`src/rtl/mem_burst_reader.sv`:
```
`timescale 1ns/1ps
// mem_burst_reader
//
// Sequential read master for a shared-bus memory. A burst is requested with
// a start address and a word count. For each word the reader selects the
// memory, waits ReadLatency cycles, captures the bus and presents the word
// on a valid/ready output stream.
//
// Ports:
//   Clock, Reset        rising-edge clock; asynchronous active-high reset
//   Tick                advance qualifier; nothing moves on edges with Tick=0
//   Start               burst request, accepted only in IDLE with Tick=1
//   StartAddr, Length   first address and word count, sampled on acceptance
//   Busy                burst in progress (cycle after acceptance through FIN)
//   Done                one-cycle pulse in the final (FIN) state
//   MemAddr, MemCs_n    registered memory address; active-low memory select
//   MemData             shared memory data bus (floats while deselected)
//   OutData, OutValid   captured word and its valid flag
//   OutReady            consumer accepts the word
//
// Output handshake: a word transfers on a rising edge where OutValid=1,
// OutReady=1 and Tick=1. While OutValid=1 and no transfer happens, OutData
// is held unchanged. OutReady has no effect while OutValid=0.
module mem_burst_reader #(
    parameter int NrOfBits    = 16,
    parameter int AddrBits    = 8,
    parameter int ReadLatency = 2
) (
    input  logic                Clock,
    input  logic                Reset,
    input  logic                Tick,
    input  logic                Start,
    input  logic [AddrBits-1:0] StartAddr,
    input  logic [AddrBits-1:0] Length,
    output logic                Busy,
    output logic                Done,
    output logic [AddrBits-1:0] MemAddr,
    output logic                MemCs_n,
    input  logic [NrOfBits-1:0] MemData,
    output logic [NrOfBits-1:0] OutData,
    output logic                OutValid,
    input  logic                OutReady
);

    typedef enum logic [2:0] {
        S_IDLE  = 3'd0,
        S_ISSUE = 3'd1,
        S_WAIT  = 3'd2,
        S_HOLD  = 3'd3,
        S_FIN   = 3'd4
    } state_t;

    // ISSUE accounts for the first select cycle, so WAIT covers the rest.
    localparam logic [2:0] WAIT_INIT = 3'(ReadLatency - 1);

    state_t                state_q, state_d;
    logic [AddrBits-1:0]   mem_addr_q, mem_addr_d;
    logic [AddrBits-1:0]   remaining_q, remaining_d;
    logic [2:0]            wait_cnt_q, wait_cnt_d;
    logic [NrOfBits-1:0]   out_data_q, out_data_d;

    always_ff @(posedge Clock or posedge Reset) begin
        if (Reset) begin
            state_q     <= S_IDLE;
            mem_addr_q  <= '0;
            remaining_q <= '0;
            wait_cnt_q  <= '0;
            out_data_q  <= '0;
        end else begin
            state_q     <= state_d;
            mem_addr_q  <= mem_addr_d;
            remaining_q <= remaining_d;
            wait_cnt_q  <= wait_cnt_d;
            out_data_q  <= out_data_d;
        end
    end

    always_comb begin
        state_d     = state_q;
        mem_addr_d  = mem_addr_q;
        remaining_d = remaining_q;
        wait_cnt_d  = wait_cnt_q;
        out_data_d  = out_data_q;
        if (Tick) begin
            case (state_q)
                S_IDLE: begin
                    if (Start) begin
                        mem_addr_d  = StartAddr;
                        remaining_d = Length;
                        state_d     = (Length != '0) ? S_ISSUE : S_FIN;
                    end
                end
                S_ISSUE: begin
                    if (ReadLatency == 1) begin
                        out_data_d = MemData;
                        state_d    = S_HOLD;
                    end else begin
                        wait_cnt_d = WAIT_INIT;
                        state_d    = S_WAIT;
                    end
                end
                S_WAIT: begin
                    // The edge that takes the counter to zero is the sample edge.
                    if (wait_cnt_q <= 3'd1) begin
                        wait_cnt_d = '0;
                        out_data_d = MemData;
                        state_d    = S_HOLD;
                    end else begin
                        wait_cnt_d = wait_cnt_q - 3'd1;
                    end
                end
                S_HOLD: begin
                    if (OutReady) begin
                        remaining_d = remaining_q - AddrBits'(1);
                        mem_addr_d  = mem_addr_q + AddrBits'(1);
                        state_d     = (remaining_q != AddrBits'(1)) ? S_ISSUE : S_FIN;
                    end
                end
                S_FIN: begin
                    state_d = S_IDLE;
                end
                default: begin
                    state_d = S_IDLE;
                end
            endcase
        end
    end

    // Outputs are decoded from the state register, so an asynchronous reset
    // releases the bus and drops every status flag immediately.
    assign Busy     = (state_q != S_IDLE);
    assign Done     = (state_q == S_FIN);
    assign OutValid = (state_q == S_HOLD);
    assign MemCs_n  = !((state_q == S_ISSUE) || (state_q == S_WAIT));
    assign MemAddr  = mem_addr_q;
    assign OutData  = out_data_q;

endmodule

```
`config.mk`:
```
export PLATFORM = sky130hd
export DESIGN_NAME = mem_burst_reader
export DESIGN_NICKNAME = d
export VERILOG_FILES = /design/src/rtl/mem_burst_reader.sv
export SDC_FILE = /design/constraint.sdc
export NUM_CORES = 1
export LEC_CHECK = 0
export CORE_MARGIN = 5
export CORE_UTILIZATION = 46
export CTS_CLUSTER_SIZE = 8
export DETAILED_ROUTE_END_ITERATION = 12
export PLACE_DENSITY = 0.79
export SYNTH_ARGS = -nofsm -noshare
export SYNTH_HDL_FRONTEND = slang
export SYNTH_SLANG_ARGS = --single-unit
```
`constraint.sdc`:
```
create_clock -name Clock -period 2.3 [get_ports Clock]
set_input_delay 0.69 -clock Clock [delete_from_list [all_inputs] [get_ports Clock]]
set_output_delay 0.69 -clock Clock [all_outputs]
set_load 0.02 [all_outputs]
```
; Yosys cells after proc, flatten, opt, wreduce, memory -nomap -nowiden
; Cells that the tools add are included.
[word_totals]
word_cells = 42
ff_bits = 38
out_inout_bits = 28
inputBits = 37
[classes]
n_eq_ne = 8
order_cmp = 1
addsub = 3
reduce_logical = 11
muxes = 14
[ops]
columns = operator, n
row1 = two-way mux 8 bit, 4
row2 = one-hot mux 8 bit (2 select lines), 2
row3 = two-way mux 3 bit, 6
row4 = one-hot mux 3 bit (4 select lines), 1
row5 = adder 8 x 1 -> 8 bit (second input constant), 1
row6 = inequality test 8 x 1 -> 1 bit (second input constant), 1
row7 = AND reduction 4 bit, 2
row8 = nonzero test 8 bit, 1
row9 = subtractor 8 x 1 -> 8 bit (second input constant), 1
row10 = == test 3 x 2 -> 1 bit (second input constant), 2
row11 = one-hot mux 3 bit (2 select lines), 1
row12 = inequality test 2 bit (second input constant), 2
row13 = nonzero test 2 bit, 2
row14 = == test 3 x 1 -> 1 bit (second input constant), 1
row15 = == test 3 bit (second input constant), 1
row16 = less-or-equal comparator 3 x 1 -> 1 bit (second input constant), 1
row17 = logical NOT 3 bit, 1
row18 = AND reduction 3 bit, 1
row19 = nonzero test 3 bit, 1
row20 = subtractor 3 x 1 -> 3 bit (second input constant), 1
row21 = inequality test 2 x 1 -> 1 bit (second input constant), 1
row22 = AND reduction 2 bit, 1
row23 = logical NOT 1 bit, 1
row24 = logical OR 1 bit, 1

; Depth between registers and ports, before layout
; Gate-level depths: netlist of run 1.
[depth]
word_depth = 4
mapped_depth = 6
depth_no_buf = 6

; Least setup slack after synthesis of run 1
; OpenSTA, ideal clock, no wires.
[synth_path]
path_kind = register -> output
from = register state_q[0]
to = output port Done
required_ns = 1.610
slack_ns = 0.548
stages_incl_launch_ff = 3
path_buffers = 1
arrival_ns = 1.062
path_cell_list = dfrtp_1 buf_4 nor3_1
[synth_between]
elab_chain_len = 1
[synth_lines]
columns = element, line_no
row1 = from (decl), 56  ; state_t state_q, state_d;
row2 = from (signal assigned), 70  ; state_q <= state_d;
row3 = == test 3 bit, 132  ; assign Done = (state_q == S_FIN);
row4 = to (decl), 36  ; output logic Done,
; No other way between the ends.

; Worst setup path after layout of run 1
[layout_path]
from = register mem_addr_q[4], in the netlist MemAddr[4]
to = output port MemAddr[4]
[layout_lines]
columns = element, line_no
row1 = from (decl), 57  ; logic [AddrBits-1:0] mem_addr_q, mem_addr_d;
row2 = from (signal assigned), 71  ; mem_addr_q <= mem_addr_d;
row3 = to (decl), 37  ; output logic [AddrBits-1:0] MemAddr,
; No word-level cell between the ends.

==> flow_summary_export.csv, run 1 <==
group,metric,value,unit
timing,report.final.slew_viol_count,0,
critical_path,cp.depth,1,
critical_path,max_stage_delay,0.65,ns
cells_and_area,multiInputGateArea,0.00104,mm²
cells_and_area,finalNetCount,324,
floorplanning,design.die.area,0.00598,mm²
placement,portBuffers,64,
cts,cts_root_buf,"clkbuf_8",
global_routing,grt_overflow_total,0,
floorplanning,start_util,47.5,%
detailed_routing,firstDrtPassIters,4,
global_routing,antenna_found_initial,0,
timing,slew_headroom,68.1,%
detailed_routing,wl_met2,2.37,mm
min_path,min_delay_path_depth,1,
detailed_routing,drt_wl_total,4.95,mm
detailed_routing,dr_wl_met3,297,µm
detailed_routing,drtIter0Drc,43,
critical_path,crit_type,"flop to primary output",
floorplanning,core,0.00438,mm²
synth,syn_area_per_cell,9.97,µm²
placement,dpl.hpwl,3.67,mm
detailed_routing,wire_per_inst,14.8,µm
cells_and_area,final_common_cell,"clkdlybuf4s50_1",
critical_path,ff2ff_path_depth,6,
critical_path,r2r_end,"remaining_q[6]",
synth,yosys_register_bits,38,
synth,ys_seq_area_share,45.6,%
synth,synth.distinct_cells,51,
min_path,hold_class,"flop to flop",
critical_path,cp_cell_sequence,"clkdlybuf4s50_1",
cts,postCtsSetupRepairBufs,0,
flow_run,max_cap_violations,0,
detailed_routing,viasPerCell,5.41,
cts,cts.clk_slew.worst_paths,0.08,ns
timing,rsz0062_at_grt,"no",
synth,syn_inst,209,
synth,ys.flop_type,"dfrtp_1",
global_routing,grt_usage,17.3,%
timing,tightestPinTransition,0.479,ns
min_path,hold_path_end,"OutData[7]",
pwr,p_leak,1.20,nW
cells_and_area,regArea,953,µm²
floorplanning,num_io_pins,65,
global_routing,grt_pass1_wl,8.51,mm
critical_path,required,1.61,ns
floorplanning,row_count,24,
timing,finalCriticalPeriod,2.10,ns
timing,setup_viol,0,
global_routing,grt_pass1_vias,1838,
critical_path,crit_path_end_kind,"primary output",
critical_path,path_delay_family,"buffers and inverters",
cts,clockBufferDepth,2,
synth,syn_nets,251,
synth,yosys_warnings,0,
critical_path,rr_startpoint,"remaining_q[0]",
cells_and_area,final_cell_mix,"60 x clkdlybuf4s50_1, 36 x dfrtp_1, 17 x nand2_1",
placement,gp_congestion,0.812,
status,status,"complete, no violations",
detailed_routing,wl_met1,2.21,mm
synth,netlist_area,0.00208,mm²
timing,fin_crit_sh,91.5,%
global_routing,grt_max_degree,39,
detailed_routing,vias,1812,
cts,numCtsBuffers,5,
cts,cts_sinks,38,
cts,cts_hold_buf,0,
min_path,hold_start,"OutData[7]",
critical_path,critPathLaunchType,"flop",
pwr,power,0.00388,W
timing,clock_skew,0.00286,ns
critical_path,rrSetupSlack,0.52,ns
cts,clk_latency,0.29,ns
pwr,powerDensity,1320,mW/mm²
critical_path,path_max_fanout,8,
timing,timing.fmax,0.475,GHz
critical_path,arrival,1.41,ns
pwr,ir_drop,0.684,mV
placement,place_ws,-0.0543,ns
detailed_routing,drc,0,
detailed_routing,ant_nets,0,
cells_and_area,instances_no_fill,335,
synth,synth_edf_count,0,
cells_and_area,area_growth,40.5,%
floorplanning,die_x,77.3,µm
critical_path,slowest_stage,"clkdlybuf4s50_1",
cells_and_area,drive_gt1_share,16.6,%
cells_and_area,antenna_cells,0,
timing,hold_viol,0,
synth,async_flop_share,100,%
critical_path,crit_buf_inv,1,
detailed_routing,highest_layer,"met4",
cts,cts_htree_levels,2,
placement,dp.cells,327,
cts,tritoncts,"built",
timing,setup_ws,0.195,ns
cells_and_area,fillers,383,
floorplanning,fp.dieH,77.3,µm
-- metal layers --
metal  up-vias  GRT usage [%]
met2        48           28.5
met1       845           22.0
li1        911              -
met5         -              0
met3         8           5.04
met4         0           5.15
-- per-stage QoR --
| step | utilization (%) | TNS, ns | hold slack, ns | instance area, µm² |
|---|---|---|---|---|
| 2_1_floorplan | - | 0 | 0.465 | 2080 |
| 3_3_place_gp | 64.4 | -0.0993 | 0.488 | 2820 |
| 3_5_place_dp | 64.4 | -0.241 | 0.498 | 2820 |
| 4_1_cts | 66.8 | 0 | 0.516 | 2930 |
| 5_1_grt | 66.8 | 0 | 0.533 | 2930 |
| 6_report | 66.8 | 0 | 0.509 | 2930 |
-- kinds of logic (layout without fill, tap and decap cells) --
kind of cell	after synthesis	after routing	share of synthesized area, %
compound gates	62	62	19.6
xor+xnor	1	1	0.420
fa+ha+maj	5	5	3.00
buf+inv	19	93	4.80
flops	38	38	45.6
mux	18	18	9.60
simple gates	66	66	16.9
-- report_power, final --
group / internal [W] / switching (W) / total (W)
registers: 0.000988 / 0.000319 / 0.00131
logic: 0.00103 / 0.00105 / 0.00208
clock network: 0.000241 / 0.000245 / 0.000486
-- cell usage after synthesis (3+ instances only) --
cell type	instances	area share (%)
nand3_1	6	1.4
inv_1	10	1.8
o21ai_0	14	3.4
a2bb2oi_1	5	2.1
ha_1	5	3.0
nand2_1	17	3.1
mux2_2	16	8.6
o22ai_1	3	0.90
dfrtp_1	38	46
nor2_1	15	2.7
nor3_1	3	0.72
a31oi_1	4	1.2
a21oi_1	13	3.1
nor4_1	3	0.90
buf_4	3	1.1
o21ai_1	7	1.7
-- worst max-delay path by stage --
stage,from,endpoint,slack [ns]
floorplan,state_q[0],Done,0.55
global placement,Start,MemAddr[1],-0.04
detailed placement,Start,MemAddr[1],-0.05
CTS,state_q[0],Busy,0.02
global route,state_q[0],MemCs_n,0.12
finish,MemAddr[4],MemAddr[4],0.20
-- what timing repair did --
| item | 4_1_cts | 5_1_grt |
|---|---|---|
| gates cloned | 0 | 0 |
| gates resized for setup | 7 | 1 |
| pin swaps | 0 | 0 |
| setup endpoints to repair | 4 | 1 |
-- area by class of cell --
type | count | share of cell area [%]
clock buffer | 6 | 2.82
clock inverter | 2 | 0.427
inverter | 10 | 1.28
multi-input combinational | 152 | 35.6
sequential | 38 | 32.6
tap | 52 | 2.22
timing repair buffer | 75 | 25.1
-- state kept, by name, summed over array words and instances (netlist names) --
name,cells
remaining_q,8
MemAddr,8
OutData,16
state_q,3
wait_cnt_q,3
(Power assumes the default switching activity.)
==> run 2, diff against run 1 <==
--- a/config.mk
+++ b/config.mk
@@ -5,11 +5,10 @@
 export SDC_FILE = /design/constraint.sdc
 export NUM_CORES = 1
 export LEC_CHECK = 0
-export CORE_MARGIN = 5
-export CORE_UTILIZATION = 46
+export CORE_UTILIZATION = 50
 export CTS_CLUSTER_SIZE = 8
 export DETAILED_ROUTE_END_ITERATION = 12
-export PLACE_DENSITY = 0.79
+export PLACE_DENSITY = 0.85
 export SYNTH_ARGS = -nofsm -noshare
 export SYNTH_HDL_FRONTEND = slang
 export SYNTH_SLANG_ARGS = --single-unit
==> constraint.sdc (replaced) <==
create_clock -name Clock -period 2.68 [get_ports Clock]
set_input_delay 0.804 -clock Clock [delete_from_list [all_inputs] [get_ports Clock]]
set_output_delay 0.804 -clock Clock [all_outputs]
set_load 0.02 [all_outputs]
==> flow_summary_export.csv, run 2 (synthesis results as in run 1) <==
group,metric,value,unit
status,status,"complete, no violations",
pwr,p_leak,1.17,nW
critical_path,r2r_end,"remaining_q[3]",
cells_and_area,final_common_cell,"clkdlybuf4s50_1",
floorplanning,row_count,23,
detailed_routing,drc,0,
critical_path,required,1.88,ns
timing,rsz0062_at_grt,"no",
critical_path,path_max_fanout,8,
critical_path,ff2ff_path_depth,5,
floorplanning,num_io_pins,65,
placement,placed_cell_area,0.00279,mm²
floorplanning,design.die.area,0.00443,mm²
cells_and_area,instances_no_fill,327,
detailed_routing,vias,1872,
timing,timing.fmax,0.390,GHz
cts,clockBufferDepth,2,
placement,dpl.hpwl,3.47,mm
cts,tritoncts,"built",
timing,finalSetupTns,0,ns
detailed_routing,drtIter0Drc,101,
cts,cts.clk_slew.worst_paths,0.07,ns
floorplanning,start_util,52.1,%
detailed_routing,firstDrtPassIters,4,
flow_run,max_cap_violations,0,
floorplanning,core,0.00400,mm²
critical_path,arrival,1.76,ns
detailed_routing,dr_wl_met3,321,µm
critical_path,critPathLaunchType,"flop",
pwr,p_int,0.00193,W
min_path,hold_start,"OutData[6]",
cts,cts_htree_levels,2,
pwr,combPwrFrac,55.2,%
timing,report.final.slew_viol_count,0,
timing,tightestPinTransition,0.402,ns
detailed_routing,drt_wl_total,4.63,mm
global_routing,antenna_found_initial,0,
timing,finalCriticalPeriod,2.56,ns
detailed_routing,viasPerCell,5.72,
cts,postCtsSetupRepairBufs,0,
cts,cts_hold_buf,0,
placement,dp.cells,321,
cells_and_area,antenna_cells,0,
cts,cts_sinks,38,
critical_path,crit_type,"flop to primary output",
global_routing,grt_pass1_wl,7.30,mm
cells_and_area,final_cell_mix,"64 x clkdlybuf4s50_1, 38 x dfrtp_1, 17 x nand2_1",
pwr,seq_power_share,33.4,%
cells_and_area,final_util,71.8,%
detailed_routing,wire_per_inst,14.1,µm
cts,cts_root_buf,"clkbuf_8",
timing,fin_crit_sh,95.6,%
global_routing,grt_pass1_vias,1625,
timing,setup_viol,0,
cells_and_area,largest_reg_flops,16,
critical_path,rr_startpoint,"state_q[1]",
pwr,p_clk_share,11.5,%
timing,slew_headroom,73.1,%
pwr,swShare,41.1,%
floorplanning,fp.dieH,66.6,µm
detailed_routing,highest_layer,"met4",
global_routing,grt_overflow_total,0,
cts,post_cts_resized,0,
global_routing,grt_max_degree,23,
detailed_routing,wl_met1,1.98,mm
placement,portBuffers,64,
min_path,hold_class,"flop to flop",
timing,hold_viol,0,
placement,gp_congestion,0.862,
cells_and_area,drive_gt1_share,13.4,%
cts,clk_latency,0.28,ns
cells_and_area,final_cell_area,0.00287,mm²
cts,numCtsBuffers,5,
floorplanning,die_x,66.6,µm
pwr,powerDensity,1140,mW/mm²
critical_path,rrSetupSlack,0.79,ns
timing,clock_skew,0.00532,ns
critical_path,crit_end,"OutValid",
detailed_routing,wl_met2,2.27,mm
pwr,ir_drop,0.674,mV
critical_path,startpoint,"state_q[0]",
global_routing,grt_usage,22.0,%
cells_and_area,finalNetCount,320,
detailed_routing,ant_nets,0,
cells_and_area,area_growth,37.8,%
pwr,switchingPower,0.00135,W
critical_path,crit_path_end_kind,"primary output",
-- run 2: cell count changes in the layout (fill, tap and decap cells not counted), moves of 2 or more --
cell             previous run  this run
dlygate4sd2_1               3         0
dfrtp_1                    36        38
clkdlybuf4s50_1            60        64
buf_4                      10         6
dfrtp_2                     2         0
-- run 2: cell type report --
cell class              count  area, µm²
inverters                  10       37.5
clock buffers               6       82.6
repair buffers             71        706
flip-flops and latches     38        951
multi-input cells         152       1030
fillers                   305       1130
well taps                  50       62.6
-- run 2: per-layer routing --
layer,global-route usage [%],up-vias
li1,-,906
met1,26.9,895
met2,36.7,65
met3,6.51,6
met4,7.45,0
met5,0,-
-- run 2: how the worst min path moves through the flow --
| stage | to | cells after the start |
|---|---|---|
| after global placement | wait_cnt_q[1] | 2 |
| after detailed placement | OutData[13] | 1 |
| after floorplan | wait_cnt_q[1] | 2 |
| after global routing | OutData[6] | 1 |
| after CTS | OutData[13] | 1 |
| final | OutData[6] | 1 |
-- run 2: critical path, cell delays in order (launching register included) --
cell and delay, ns:
dfrtp_1 0.46, buf_4 0.19, nand3b_1 0.11, inv_1 0.11, clkdlybuf4s50_1 0.61
-- run 2: power by group through the flow --
stage	combinational, W	sequential, W	clock [W]
2_1_floorplan	0.000937	0.00127	0
3_5_place_dp	0.00182	0.00110	0
3_3_place_gp	0.00176	0.00108	0
4_1_cts	0.00182	0.00109	0.000388
5_1_grt	0.00197	0.00113	0.000413
6_report	0.00181	0.00109	0.000376
-- run 2: metrics by stage --
step / power, W / hold WS [ns] / setup WS [ns]
6_report: 0.00328 / 0.503 / 0.119
5_1_grt: 0.00351 / 0.518 / 0.0494
4_1_cts: 0.00330 / 0.509 / 0.106
3_5_place_dp: 0.00291 / 0.494 / 0.161
3_3_place_gp: 0.00284 / 0.484 / 0.186
2_1_floorplan: 0.00221 / 0.465 / 0.814
==> run 3, diff against run 2 <==
--- a/config.mk
+++ b/config.mk
@@ -5,10 +5,10 @@
 export SDC_FILE = /design/constraint.sdc
 export NUM_CORES = 1
 export LEC_CHECK = 0
-export CORE_UTILIZATION = 50
+export CORE_UTILIZATION = 45
 export CTS_CLUSTER_SIZE = 8
 export DETAILED_ROUTE_END_ITERATION = 12
-export PLACE_DENSITY = 0.85
+export PLACE_DENSITY = 0.78
 export SYNTH_ARGS = -nofsm -noshare
 export SYNTH_HDL_FRONTEND = slang
 export SYNTH_SLANG_ARGS = --single-unit
==> flow_summary_export.csv, run 3 (synthesis results as in run 1) <==
group,metric,value,unit
timing,setup_viol,0,
detailed_routing,drc,0,
critical_path,crit_type,"flop to primary output",
cts,numCtsBuffers,5,
detailed_routing,drt_wl_total,4.70,mm
cells_and_area,area_growth,37.9,%
critical_path,max_stage_delay,0.59,ns
timing,finalCriticalPeriod,2.49,ns
critical_path,arrival,1.69,ns
status,status,"complete, no violations",
timing,slew_headroom,67.3,%
critical_path,cp_cell_sequence,"xor2_1 -> nand2_1 -> clkdlybuf4s50_1",
global_routing,antenna_found_initial,0,
critical_path,path_max_fanout,14,
timing,tightestPinTransition,0.491,ns
detailed_routing,drtIter0Drc,128,
global_routing,grt_pass1_wl,8.06,mm
timing,finalSetupTns,0,ns
floorplanning,design.die.area,0.00491,mm²
timing,fin_crit_sh,92.9,%
cts,cts.clk_slew.worst_paths,0.07,ns
detailed_routing,ant_nets,0,
pwr,ir_drop,0.473,mV
critical_path,required,1.88,ns
detailed_routing,viasPerCell,5.65,
floorplanning,start_util,47.2,%
timing,rsz0062_at_grt,"no",
cts,tritoncts,"built",
cts,cts_root_buf,"clkbuf_8",
placement,portBuffers,64,
cells_and_area,largest_reg_flops,16,
timing,hold_viol,0,
floorplanning,row_count,24,
cells_and_area,final_common_cell,"clkdlybuf4s50_1",
global_routing,grt_overflow_total,0,
critical_path,crit_buf_inv,1,
cts,cts_sinks,38,
global_routing,grt_max_degree,39,
timing,report.final.slew_viol_count,0,
cts,cts_htree_levels,2,
cells_and_area,final_cell_mix,"64 x clkdlybuf4s50_1, 36 x dfrtp_1, 17 x nand2_1",
cts,postCtsSetupRepairBufs,0,
global_routing,grt_pass1_vias,1734,
placement,gp_congestion,0.833,
pwr,powerDensity,1150,mW/mm²
detailed_routing,wire_per_inst,14.3,µm
min_path,hold_class,"flop to flop",
floorplanning,fp.dieH,70.1,µm
timing,fin_hold_ws,0.502,ns
floorplanning,die_x,70.1,µm
detailed_routing,firstDrtPassIters,4,
timing,timing.fmax,0.401,GHz
timing,clock_skew,0.00449,ns
critical_path,crit_path_end_kind,"primary output",
critical_path,slowest_stage,"clkdlybuf4s50_1",
critical_path,path_delay_family,"buffers and inverters",
cells_and_area,antenna_cells,0,
placement,dpl.hpwl,3.27,mm
cts,clk_latency,0.29,ns
floorplanning,core,0.00441,mm²
detailed_routing,vias,1859,
critical_path,critPathLaunchType,"flop",
pwr,p_leak,1.16,nW
flow_run,max_cap_violations,0,
cts,clockBufferDepth,2,
cells_and_area,drive_gt1_share,14.1,%
global_routing,grt_usage,20.6,%
cells_and_area,finalNetCount,318,
floorplanning,num_io_pins,65,
==> run 3: cell count changes in the layout (fill, tap and decap cells not counted) <==
cell,previous run,this run
buf_4,6,4
clkinv_2,0,1
dfrtp_2,0,2
clkinvlp_4,0,1
dfrtp_1,38,36
==> run 3: per-layer routing <==
layer / GRT usage [%] / wire length, µm / part of all wire, % / vias up
met3: 4.76 / 295 / 6.3 / 5
met2: 34.6 / 2210 / 47 / 73
met4: 5.33 / 51 / 1.1 / 0
met1: 26.8 / 2150 / 46 / 879
li1: - / - / - / 902
met5: 0 / 0 / 0 / -
==> run 3: per-stage QoR <==
stage	util [%]	area (µm²)	power, W	std cells	setup slack (ns)
floorplan	-	2080	0.00221	209	0.814
global placement	62.9	2780	0.00283	321	0.206
detailed placement	62.9	2780	0.00289	321	0.175
CTS	65.1	2870	0.00331	329	0.0631
global route	65.1	2880	0.00354	329	0.130
finish	65.1	2880	0.00330	329	0.189
==> run 3: worst paths after layout <==
| path | endpoint | cells past startpoint | from | slack [ns] |
|---|---|---|---|---|
| max in group asynchronous | state_q[1] | 3 | Reset | 1.37 |
| min reg2reg | wait_cnt_q[1] | 2 | wait_cnt_q[1] | 0.50 |
| max | MemCs_n | 3 | state_q[0] | 0.19 |
| min | wait_cnt_q[1] | 2 | wait_cnt_q[1] | 0.50 |
| min in group asynchronous | OutData[8] | 3 | Reset | 0.94 |
| max reg2reg | remaining_q[6] | 6 | remaining_q[0] | 0.88 |
==> run 3: repair_timing <==
action,4_1_cts,5_1_grt
setup endpoints to repair,0,1
gates resized for setup,0,2
hold buffers,0,0
==> run 3: power by group <==
part | internal (W) | total (W) | leakage, nW | switching, W
registers | 0.000848 | 0.00112 | 0.448 | 0.000274
clock network | 0.000207 | 0.000412 | 0.0472 | 0.000205
logic | 0.000874 | 0.00176 | 0.669 | 0.000888
total | 0.00193 | 0.00330 | 1.16 | 0.00137
==> run 3: worst reg2reg max path, delay by kind of cell, from the launching register on <==
family                   cells  cell delay [ns]
AO/OA/AOI/OAI                2             0.31
adder cells (fa/ha/maj)      1             0.18
buffers and inverters        1             0.10
flip-flops                   1             0.43
AND/OR/NAND/NOR              2             0.71
==> run 3: area by class of cell <==
class | instances | area (µm²)
Multi-Input combinational cell | 152 | 1030
Clock inverter | 2 | 12.5
Sequential cell | 38 | 953
Fill cell | 371 | 1540
Clock buffer | 6 | 82.6
Timing Repair Buffer | 69 | 691
Inverter | 10 | 37.5
Tap cell | 52 | 65.1
